**config.mk**
```make
export PLATFORM = sky130hd
export DESIGN_NAME = cic_comb_chain
export DESIGN_NICKNAME = d
export VERILOG_FILES = /design/src/rtl/cic_pkg.sv /design/src/rtl/comb_stage.sv /design/src/rtl/cic_comb_chain.sv
export SDC_FILE = /design/constraint.sdc
export NUM_CORES = 1
export LEC_CHECK = 0
export CAP_MARGIN = 15
export CORE_MARGIN = 2
export CORE_UTILIZATION = 60
export DETAILED_ROUTE_END_ITERATION = 10
export MAX_ROUTING_LAYER = met4
export PLACE_DENSITY = 0.8
export SLEW_MARGIN = 0
export SYNTH_ARGS = -nofsm -noshare
export SYNTH_HDL_FRONTEND = slang
export SYNTH_SLANG_ARGS = --single-unit
```
**constraint.sdc**
```tcl
create_clock -name clk -period 4.6 [get_ports clk]
set_input_delay 0.92 -clock clk [delete_from_list [all_inputs] [get_ports clk]]
set_output_delay 0.92 -clock clk [all_outputs]
set_load 0.02 [all_outputs]
```
**src/rtl/cic_pkg.sv**
```systemverilog
// Shared definitions for the CIC filter blocks: output-reduction width, parameter range
// checks and a width-generic signed sample type.
package cic_pkg;

  // Widest sample any CIC block carries. Narrower samples live in the low bits.
  localparam int unsigned CIC_MAX_WIDTH = 64;

  typedef logic signed [CIC_MAX_WIDTH-1:0] cic_sample_t;

  // Number of LSBs removed when narrowing the filter output.
  function automatic int unsigned cic_drop(int unsigned w_inp, int unsigned w_out);
    return (w_inp >= w_out) ? (w_inp - w_out) : 0;
  endfunction

  // Legal parameter set for the comb section.
  function automatic bit cic_params_ok(int unsigned w_inp, int unsigned w_out,
                                       int unsigned stages, int unsigned diff_delay);
    return (w_out >= 1) && (w_inp >= w_out) && (w_inp <= CIC_MAX_WIDTH) &&
           (stages >= 1) && (stages <= 8) && (diff_delay >= 1) && (diff_delay <= 4);
  endfunction

  // Interpret the low 'width' bits of a raw vector as a signed sample.
  function automatic cic_sample_t cic_sext(logic [CIC_MAX_WIDTH-1:0] value,
                                           int unsigned width);
    cic_sample_t res;
    res = '0;
    for (int unsigned i = 0; i < CIC_MAX_WIDTH; i++) begin
      res[i] = (i < width) ? value[i] : value[width-1];
    end
    return res;
  endfunction

endpackage

```
**src/rtl/comb_stage.sv**
```systemverilog
// One CIC differentiator: y[n] = x[n] - x[n-DIFF_DELAY], modulo 2^WIDTH.
// Delay line and output register only move on a valid input.
module comb_stage #(
  parameter int unsigned WIDTH      = 24,
  parameter int unsigned DIFF_DELAY = 1
) (
  input  logic             clk,
  input  logic             reset_n,
  input  logic             clear,
  input  logic [WIDTH-1:0] in_data,
  input  logic             in_valid,
  output logic [WIDTH-1:0] out_data,
  output logic             out_valid
);

  logic [WIDTH-1:0] dly_q [DIFF_DELAY];
  logic [WIDTH-1:0] diff;

  // Wrapping subtraction; integrator overflow cancels here.
  assign diff = in_data - dly_q[DIFF_DELAY-1];

  // Delay line, result register and valid flag; clear flushes like reset.
  always_ff @(posedge clk or negedge reset_n) begin
    if (!reset_n) begin
      for (int i = 0; i < DIFF_DELAY; i++) dly_q[i] <= '0;
      out_data  <= '0;
      out_valid <= 1'b0;
    end else if (clear) begin
      for (int i = 0; i < DIFF_DELAY; i++) dly_q[i] <= '0;
      out_data  <= '0;
      out_valid <= 1'b0;
    end else begin
      out_valid <= in_valid;
      if (in_valid) begin
        out_data <= diff;
        dly_q[0] <= in_data;
        for (int i = 1; i < DIFF_DELAY; i++) dly_q[i] <= dly_q[i-1];
      end
    end
  end

endmodule

```
**src/rtl/cic_comb_chain.sv**
```systemverilog
// CIC decimator comb section: STAGES chained differentiators followed by a registered
// width reduction to DATA_WIDTH_OUT bits.
// Build option: define CIC_COMB_ROUND_EN for round-half-up with positive saturation on
// the output reduction; otherwise the reduction is a plain floor truncation.
module cic_comb_chain
  import cic_pkg::*;
#(
  parameter int unsigned DATA_WIDTH_INP = 24,
  parameter int unsigned DATA_WIDTH_OUT = 16,
  parameter int unsigned STAGES         = 3,
  parameter int unsigned DIFF_DELAY     = 1
) (
  input  logic                             clk,
  input  logic                             reset_n,
  input  logic                             clear,
  input  logic signed [DATA_WIDTH_INP-1:0] inp_samp_data,
  input  logic                             inp_samp_str,
  output logic signed [DATA_WIDTH_OUT-1:0] out_samp_data,
  output logic                             out_samp_str
);

  localparam int unsigned DROP = cic_drop(DATA_WIDTH_INP, DATA_WIDTH_OUT);

  if (!cic_params_ok(DATA_WIDTH_INP, DATA_WIDTH_OUT, STAGES, DIFF_DELAY)) begin : g_param_err
    $error("cic_comb_chain: illegal parameter set");
  end

  // Index 0 is the chain input; index k is the output of stage k.
  logic [DATA_WIDTH_INP-1:0] stage_data  [STAGES+1];
  logic [STAGES:0]           stage_valid;

  assign stage_data[0]  = inp_samp_data;
  assign stage_valid[0] = inp_samp_str;

  for (genvar k = 0; k < STAGES; k++) begin : g_stage
    comb_stage #(
      .WIDTH      (DATA_WIDTH_INP),
      .DIFF_DELAY (DIFF_DELAY)
    ) u_stage (
      .clk       (clk),
      .reset_n   (reset_n),
      .clear     (clear),
      .in_data   (stage_data[k]),
      .in_valid  (stage_valid[k]),
      .out_data  (stage_data[k+1]),
      .out_valid (stage_valid[k+1])
    );
  end

  logic [DATA_WIDTH_INP-1:0] chain_out;
  logic [DATA_WIDTH_OUT-1:0] reduced;

  assign chain_out = stage_data[STAGES];

`ifdef CIC_COMB_ROUND_EN
  if (DROP > 0) begin : g_round
    localparam logic [DATA_WIDTH_INP-1:0] HALF    = DATA_WIDTH_INP'(1) << (DROP - 1);
    localparam logic [DATA_WIDTH_OUT-1:0] MAX_POS = {1'b0, {(DATA_WIDTH_OUT-1){1'b1}}};

    logic [DATA_WIDTH_INP-1:0] sum;
    logic                      ovf;
    logic                      unused_sum_low;

    assign sum            = chain_out + HALF;
    // Adding a positive constant can only overflow from positive to negative.
    assign ovf            = ~chain_out[DATA_WIDTH_INP-1] & sum[DATA_WIDTH_INP-1];
    assign unused_sum_low = ^sum[DROP-1:0];

    // Round half up, clamping to the largest positive code on overflow.
    always_comb begin
      reduced = sum[DATA_WIDTH_INP-1 -: DATA_WIDTH_OUT];
      if (ovf) reduced = MAX_POS;
    end
  end else begin : g_no_round
    assign reduced = chain_out;
  end
`else
  if (DROP > 0) begin : g_trunc
    logic unused_low;
    assign unused_low = ^chain_out[DROP-1:0];
  end
  assign reduced = chain_out[DATA_WIDTH_INP-1 -: DATA_WIDTH_OUT];
`endif

  // Output register: data held between strobes, one strobe per accepted input.
  always_ff @(posedge clk or negedge reset_n) begin
    if (!reset_n) begin
      out_samp_data <= '0;
      out_samp_str  <= 1'b0;
    end else if (clear) begin
      out_samp_data <= '0;
      out_samp_str  <= 1'b0;
    end else begin
      out_samp_str <= stage_valid[STAGES];
      if (stage_valid[STAGES]) out_samp_data <= reduced;
    end
  end

endmodule

```
Word level (Yosys, flattened, before mapping)
Index checks and enable logic that the tools add are counted.

storage, ports and cells
  logic and storage cells = 36
  output and inout port bits = 17
  bits in registers = 164

cells by class
  $add $sub $neg = 3
  muxes and demuxes = 18
  reduce and logical (&&, ||, !) cells = 4

operator list
  kind               number
  $mux 24            12
  $sub 24x24->24     3
  $mux 16            2
  $reduce_bool 2->1  4
  $mux 1             4

Depth between registers and ports, before layout
Gate-level depths: netlist (run 1).

  word-level depth = 3
  depth in mapped cells = 11
  gate-level depth less buffers = 11

Cells and area by module
Synthesis (run 1) repeated with hierarchy kept, for this count alone.

second synthesis, totals
  cell total of the unflattened synthesis = 1148
  area, all modules = 10486.3 um^2

by module, submodules not included
  module                            area each (um^2)  cells an instance  times used
  comb_stage at g_stage[1].u_stage  3310.7            370                1
  comb_stage at g_stage[0].u_stage  3263.1            363                1
  comb_stage at g_stage[2].u_stage  3219.3            361                1
  cic_comb_chain                    693.2             54                 1

Worst setup path after synthesis (run 1)
Ideal clock, no wire load.

  path type = in2reg
  start point = input inp_samp_data[0]
  end point = register g_stage[0].u_stage.out_data[22]
  arrival = 2.893 ns
  setup time = 0.126 ns
  setup slack = 1.580 ns
  stages on the path = 11
  path through = inv_1 > ha_1 > inv_1 > fa_1 > a211oi_1 > nor4b_2 > nor4_1 > nor2_1 > nand3_1 > nand2_1 > a311o_1

on the way
  longest elaborated chain between the ends = 3

RTL lines
  what                    line                  text
  start: declaration      cic_comb_chain.sv:16  input logic signed [DATA_WIDTH_INP-1:0] inp_samp_data,
  $sub 24x24->24          comb_stage.sv:20      assign diff = in_data - dly_q[DIFF_DELAY-1];
  $mux 24                 comb_stage.sv:34      if (in_valid) begin
  $mux 24                 comb_stage.sv:28      end else if (clear) begin
  end signal: assignment  comb_stage.sv:35      out_data <= diff;
  end: declaration        comb_stage.sv:12      output logic [WIDTH-1:0] out_data,

Every way passes these cells. The select of a mux whose other input is x is not followed.
A chain may end at the register's enable or synchronous reset.

Worst setup path in the final report (run 1)
Same ends and word-level chain as after synthesis.

==> impl_metrics.json, run 1 <==
{
  "port_buffers": 44,
  "cts.sinks": 156,
  "critPathMaxFanout": 3,
  "grt_usage": 0.2466,
  "grt_setup_unrepaired": "false",
  "ir_drop_uv": 304.9,
  "antenna_found_initial": 0,
  "grt_max_degree": 100,
  "post_cts_buffers": 0,
  "netlist_top_cells_area": "dfrtp_1 (40%), mux2i_1 (12%), ha_1 (8.8%)",
  "clkSlewWorstSetupHoldPaths_ns": 0.06,
  "hold_viol_final": 0,
  "yosysUniqueCellTypes": 70,
  "rr_worst_depth": 11,
  "gp_congestion": 0.8857,
  "grt_overflow_total": 0,
  "area_growth_pct": 12.50,
  "finalSetupViolCount": 0,
  "holdCritPathClass": "reg2reg",
  "dpl.hpwl_um": 13590,
  "wirelength_um": 19580,
  "cp.depth": 12,
  "grt_pass1_vias": 7332,
  "routed.top_layer": "met4",
  "clockBufferDepth": 2,
  "syn_inst": 1053,
  "worst_pin_slew_ns": 0.9825,
  "drc": 0,
  "cts_buffers": 17,
  "cts-root-buf": "clkbuf_16",
  "worstPathArrival_ns": 3.74,
  "slowest_stage": "nor4_1",
  "synth_commonest_cells": "nor2_1 (170), dfrtp_1 (156), mux2i_1 (115)",
  "synth_top_cell_by_area": "dfrtp_1",
  "critical-path-max-stage-delay_ns": 0.50,
  "startpoint_type": "input port",
  "cts_tree": "done",
  "fmax_mhz": 291.5,
  "synth_top_area_share": 0.4015,
  "antenna_cells": 0,
  "htreeDepth": 4,
  "whs_ns": 0.4822,
  "fin_crit_ns": 3.430,
  "dominantRegCellSynth": "dfrtp_1",
  "hold_buffers": 0,
  "grt_pass1_wl_um": 34230,
  "leakage_nw": 4.973,
  "num-nets-final": 1175,
  "status": "finished, final reports clean",
  "ys_seq_area_frac": 0.4015,
  "crit_path_frequent_cell": "inv_1",
  "drtPass1Iterations": 5,
  "initial_core_util": 0.6120,
  "io_pins": 45,
  "cts_resized": 0,
  "post-place-ws_ns": 0.7460,
  "die_h_um": 131.3,
  "core_mm2": 0.01589,
  "setup_slack_ns": 1.170,
  "insertion_delay_ns": 0.43,
  "yosys_warnings": 0,
  "cap_violations": 0,
  "wl_met3_um": 562,
  "critical-path-top-delay-family": "simple AND/OR/NAND/NOR gates",
  "end_kind": "register",
  "r2r_setup_slack_ns": 1.64,
  "timing.final.crit_share": 0.7457,
  "yosysMostFrequentCell": "nor2_1",
  "finClkSkew_ns": 0.007666,
  "synthesis.nets": 1151,
  "die_area_mm2": 0.01724,
  "die_x_um": 131.3,
  "met1_length_um": 8830,
  "wl_met2_um": 9896,
  "ys_async_sr_fraction": 1.000,
  "dr_total_vias": 7431,
  "setup_tns_ns": 0,
  "setup.worst_path.class": "in2reg",
  "slew_headroom": 0.3450,
  "synth_seq_cells": 156,
  "avgSynthCellArea_um2": 9.233,
  "power.density_mw_per_mm2": 403.2,
  "crit_chain": "clkdlybuf4s50_1 -> inv_1 -> ha_1 -> inv_1 -> fa_1 -> a211oi_1 -> nor4b_2 -> nor4_1 -> nor2_1 -> nand3_1 -> nand2_1 -> a311o_1",
  "holdPathStages": 2,
  "first_iter_violations": 368,
  "critical_path_required_ns": 4.91,
  "rows": 46,
  "slew_viol_final": 0,
  "path_buf_inv": 3,
  "synth_edf_count": 0,
  "viasPerCell": 5.699,
  "drive_gt1_frac": 0.05147,
  "ant_nets": 0,
  "netlist_area_mm2": 0.009722,
  "wl_per_cell_um": 15.02
}
## report_power, final
group	total, mW	internal [mW]	switching, mW
Clock	1.52	0.971	0.553
Sequential	1.55	1.47	0.0790
Combinational	1.34	0.584	0.757
Total	4.41	3.02	1.39
## final timing paths
check	start	to
setup / recovery	inp_samp_data[0]	g_stage[0].u_stage.out_data[22]
setup reg to reg	g_stage[0].u_stage.out_data[0]	g_stage[1].u_stage.out_data[16]
max in group asynchronous	reset_n	g_stage[1].u_stage.out_data[15]
min in group asynchronous	reset_n	g_stage[2].u_stage.out_data[8]
hold reg to reg	g_stage[2].u_stage.out_data[10]	g_stage[2].u_stage.out_data[10]
hold / removal	g_stage[2].u_stage.out_data[10]	g_stage[2].u_stage.out_data[10]
## layout make-up
class,instances,area [um^2]
Clock buffer,19,442.9
Clock inverter,11,190.2
Fill cell,1284,4949
Inverter,92,345.3
Multi-Input combinational cell,758,5289
Sequential cell,156,3905
Tap cell,216,270.3
Timing Repair Buffer,52,494.2
## routing by layer
layer	up-vias	GRT usage
met5	-	-
met1	3527	0.3002
met3	27	0.04630
met2	130	0.4213
li1	3747	-
met4	0	0.07186
## stage by stage
step                cells  area [um^2]  total power, mW    util
detailed placement   1274        10300            2.891  0.6486
finish               1304        10940            4.410  0.6885
global placement     1274        10300            2.861  0.6486
CTS                  1304        10940            4.438  0.6885
global route         1304        10940            4.660  0.6885
floorplan            1053         9722            2.592       -
## layout by cell type, fill, tap and decap left out, drive strengths merged, types with 6 or more instances in the layout
cell	n
nand3	21
a211oi	14
a31oi	12
a22o	6
xnor2	32
nor2b	7
buf	11
nor3	10
o31ai	6
clkdlybuf4s50	41
a21o	13
nor2	170
clkbuf	19
o211ai	8
o21ai	37
nand4	10
mux2i	115
a21oi	58
dfrtp	156
and3	8
ha	68
o21bai	8
xor2	13
nand2	56
inv	93
## kinds of logic after synthesis
family,count (synthesis),share of synthesized area
fa+ha+maj,70,0.09164
buf+inv,139,0.05444
mux,115,0.1184
xor+xnor,45,0.04054
flops,156,0.4015
compound gates,211,0.1476
simple gates,317,0.1458
## sequential cells by signal (all words and copies together) (netlist names)
signal                     count
out_samp_str                   1
out_samp_data                 16
g_stage.u_stage.out_valid      3
g_stage.u_stage.out_data      64
g_stage.u_stage.dly_q         72
## tightest hold or removal path: stages, from the launching register on
cell	delay [ns]
dfrtp_1	0.34
nand2_1	0.05
o21ai_0	0.06
No activity file was read; power rests on OpenSTA's default activity.
==> run 2: changes to the inputs <==
==> constraint.sdc (replaced) <==
create_clock -name clk -period 3.5 [get_ports clk]
set_input_delay 0.7 -clock clk [delete_from_list [all_inputs] [get_ports clk]]
set_output_delay 0.7 -clock clk [all_outputs]
set_load 0.02 [all_outputs]
==> impl_metrics.json, run 2 (synthesized netlist as in run 1, its figures left out) <==
{
  "slew_headroom": 0.4033,
  "whs_ns": 0.3326,
  "die_x_um": 131.3,
  "antenna_cells": 0,
  "area_growth_pct": 12.24,
  "critical_path_required_ns": 3.82,
  "grt_pass1_wl_um": 33350,
  "initial_core_util": 0.6120,
  "setup.worst_path.class": "reg2reg",
  "instances_no_fill": 1310,
  "post_cts_buffers": 0,
  "clockBufferDepth": 2,
  "first_iter_violations": 386,
  "fin_crit_ns": 3.059,
  "use_met1": 0.3039,
  "top_register": "g_stage.u_stage.dly_q",
  "hold_buffers": 0,
  "final_common_cell": "nor2_1",
  "antenna_found_initial": 0,
  "critPathMaxFanout": 3,
  "crit_chain": "inv_1 -> ha_1 -> inv_1 -> fa_1 -> a211o_1 -> a211oi_2 -> nor2_1 -> a311oi_1 -> nor2_1 -> xnor2_1 -> a211oi_1",
  "viasPerCell": 5.724,
  "cts_resized": 0,
  "dpl.hpwl_um": 13770,
  "drive_gt1_frac": 0.05667,
  "power_mw": 5.526,
  "cts.sinks": 156,
  "holdCritPathClass": "in2async",
  "grt_use_met3": 0.03472,
  "placed_cells": 1279,
  "placed_area_mm2": 0.01035,
  "final_util": 0.6869,
  "io_pins": 45,
  "worstPathArrival_ns": 3.38,
  "r2r_setup_slack_ns": 0.44,
  "cap_violations": 0,
  "finalSetupViolCount": 0,
  "ir_drop_uv": 387.1,
  "grt_usage": 0.2394,
  "busiest_layer": "met2",
  "post-place-ws_ns": 0.09574,
  "ant_nets": 0,
  "dr_total_vias": 7499,
  "fillers": 1309,
  "grt_pass1_vias": 7071,
  "final_area_mm2": 0.01091,
  "htreeDepth": 4,
  "gp_congestion": 0.9025,
  "cts-root-buf": "clkbuf_16",
  "slowest_stage": "a311oi_1",
  "largest_registers": "g_stage.u_stage.dly_q: 72 flops, g_stage.u_stage.out_data: 64 flops, out_samp_data: 16 flops",
  "leakage_nw": 4.958,
  "largest_register_ffs": 72,
  "critical-path-max-stage-delay_ns": 0.52,
  "insertion_delay_ns": 0.42,
  "num-nets-final": 1180,
  "setup_slack_ns": 0.4408,
  "grt_setup_unrepaired": "false",
  "clkSlewWorstSetupHoldPaths_ns": 0.06,
  "cts_buffers": 17,
  "use_met2": 0.3933,
  "drc": 0,
  "wirelength_um": 19320,
  "timing.final.crit_share": 0.8740,
  "power.density_mw_per_mm2": 506.5,
  "slew_viol_final": 0,
  "grt_overflow_total": 0,
  "core_mm2": 0.01589,
  "startpoint_type": "register",
  "finClkSkew_ns": 0.008415,
  "status": "finished, final reports clean",
  "die_area_mm2": 0.01724,
  "wl_per_cell_um": 14.75,
  "port_buffers": 44,
  "fmax_mhz": 326.9,
  "die_h_um": 131.3,
  "layout_common_cells": "nor2_1 (170), dfrtp_1 (155), mux2i_1 (115)",
  "drtPass1Iterations": 5,
  "worst_pin_slew_ns": 0.8839,
  "hold_viol_final": 0,
  "end_kind": "register",
  "cts_tree": "done",
  "rows": 46,
  "setup_tns_ns": 0,
  "grt_max_degree": 81
}
==> run 2: cell types whose count changed in the layout (fill, tap and decap cells not counted), sizes merged <==
cell | previous run | this run
bufinv | 5 | 1
buf | 11 | 16
clkinv | 4 | 7
clkinvlp | 1 | 3
==> run 2: worst max-delay path: cells and delay by family, from the launching register on <==
family	cells	cell delay, ns
AOI/OAI and AO/OA	4	1.38
and+or+nand+nor	2	0.27
DFF	1	0.40
buffers and inverters	2	0.13
xor gates and xnor gates	1	0.16
adders and majority gates	2	0.63
==> run 2: report_power, final <==
group	total (mW)	switching (mW)	leakage [nW]	internal, mW
Sequential	2.03	0.102	2.12	1.93
Clock	1.73	0.730	0.266	0.997
Combinational	1.77	0.995	2.57	0.774
Total	5.53	1.83	4.96	3.70
==> run 2: layout make-up <==
class | count | area [um^2] | share of cell area
repair buffers | 57 | 544.3 | 0.04988
well taps | 216 | 270.3 | 0.02477
clock inverters | 12 | 115.1 | 0.01055
flip-flops and latches | 156 | 3905 | 0.3579
inverters | 92 | 345.3 | 0.03165
clock buffers | 19 | 442.9 | 0.04059
multi-input cells | 758 | 5289 | 0.4847
==> run 2: worst paths after layout <==
check                                                 from                         endpoint  cells after the start
max                         g_stage[0].u_stage.out_data[0]  g_stage[1].u_stage.out_data[18]                     11
max reg2reg                 g_stage[0].u_stage.out_data[0]  g_stage[1].u_stage.out_data[18]                     11
min in group clk           g_stage[2].u_stage.out_data[23]  g_stage[2].u_stage.out_data[23]                      2
min                                                reset_n  g_stage[1].u_stage.out_data[12]                      1
max in group asynchronous                          reset_n  g_stage[2].u_stage.out_data[16]                      2
min reg2reg                g_stage[2].u_stage.out_data[23]  g_stage[2].u_stage.out_data[23]                      2
==> run 2: routing by layer <==
metal | vias to the layer above | routed length (um)
met1 | 3553 | 8949
met3 | 42 | 516
met2 | 133 | 9403
li1 | 3771 | -
met5 | - | 0
met4 | 0 | 446
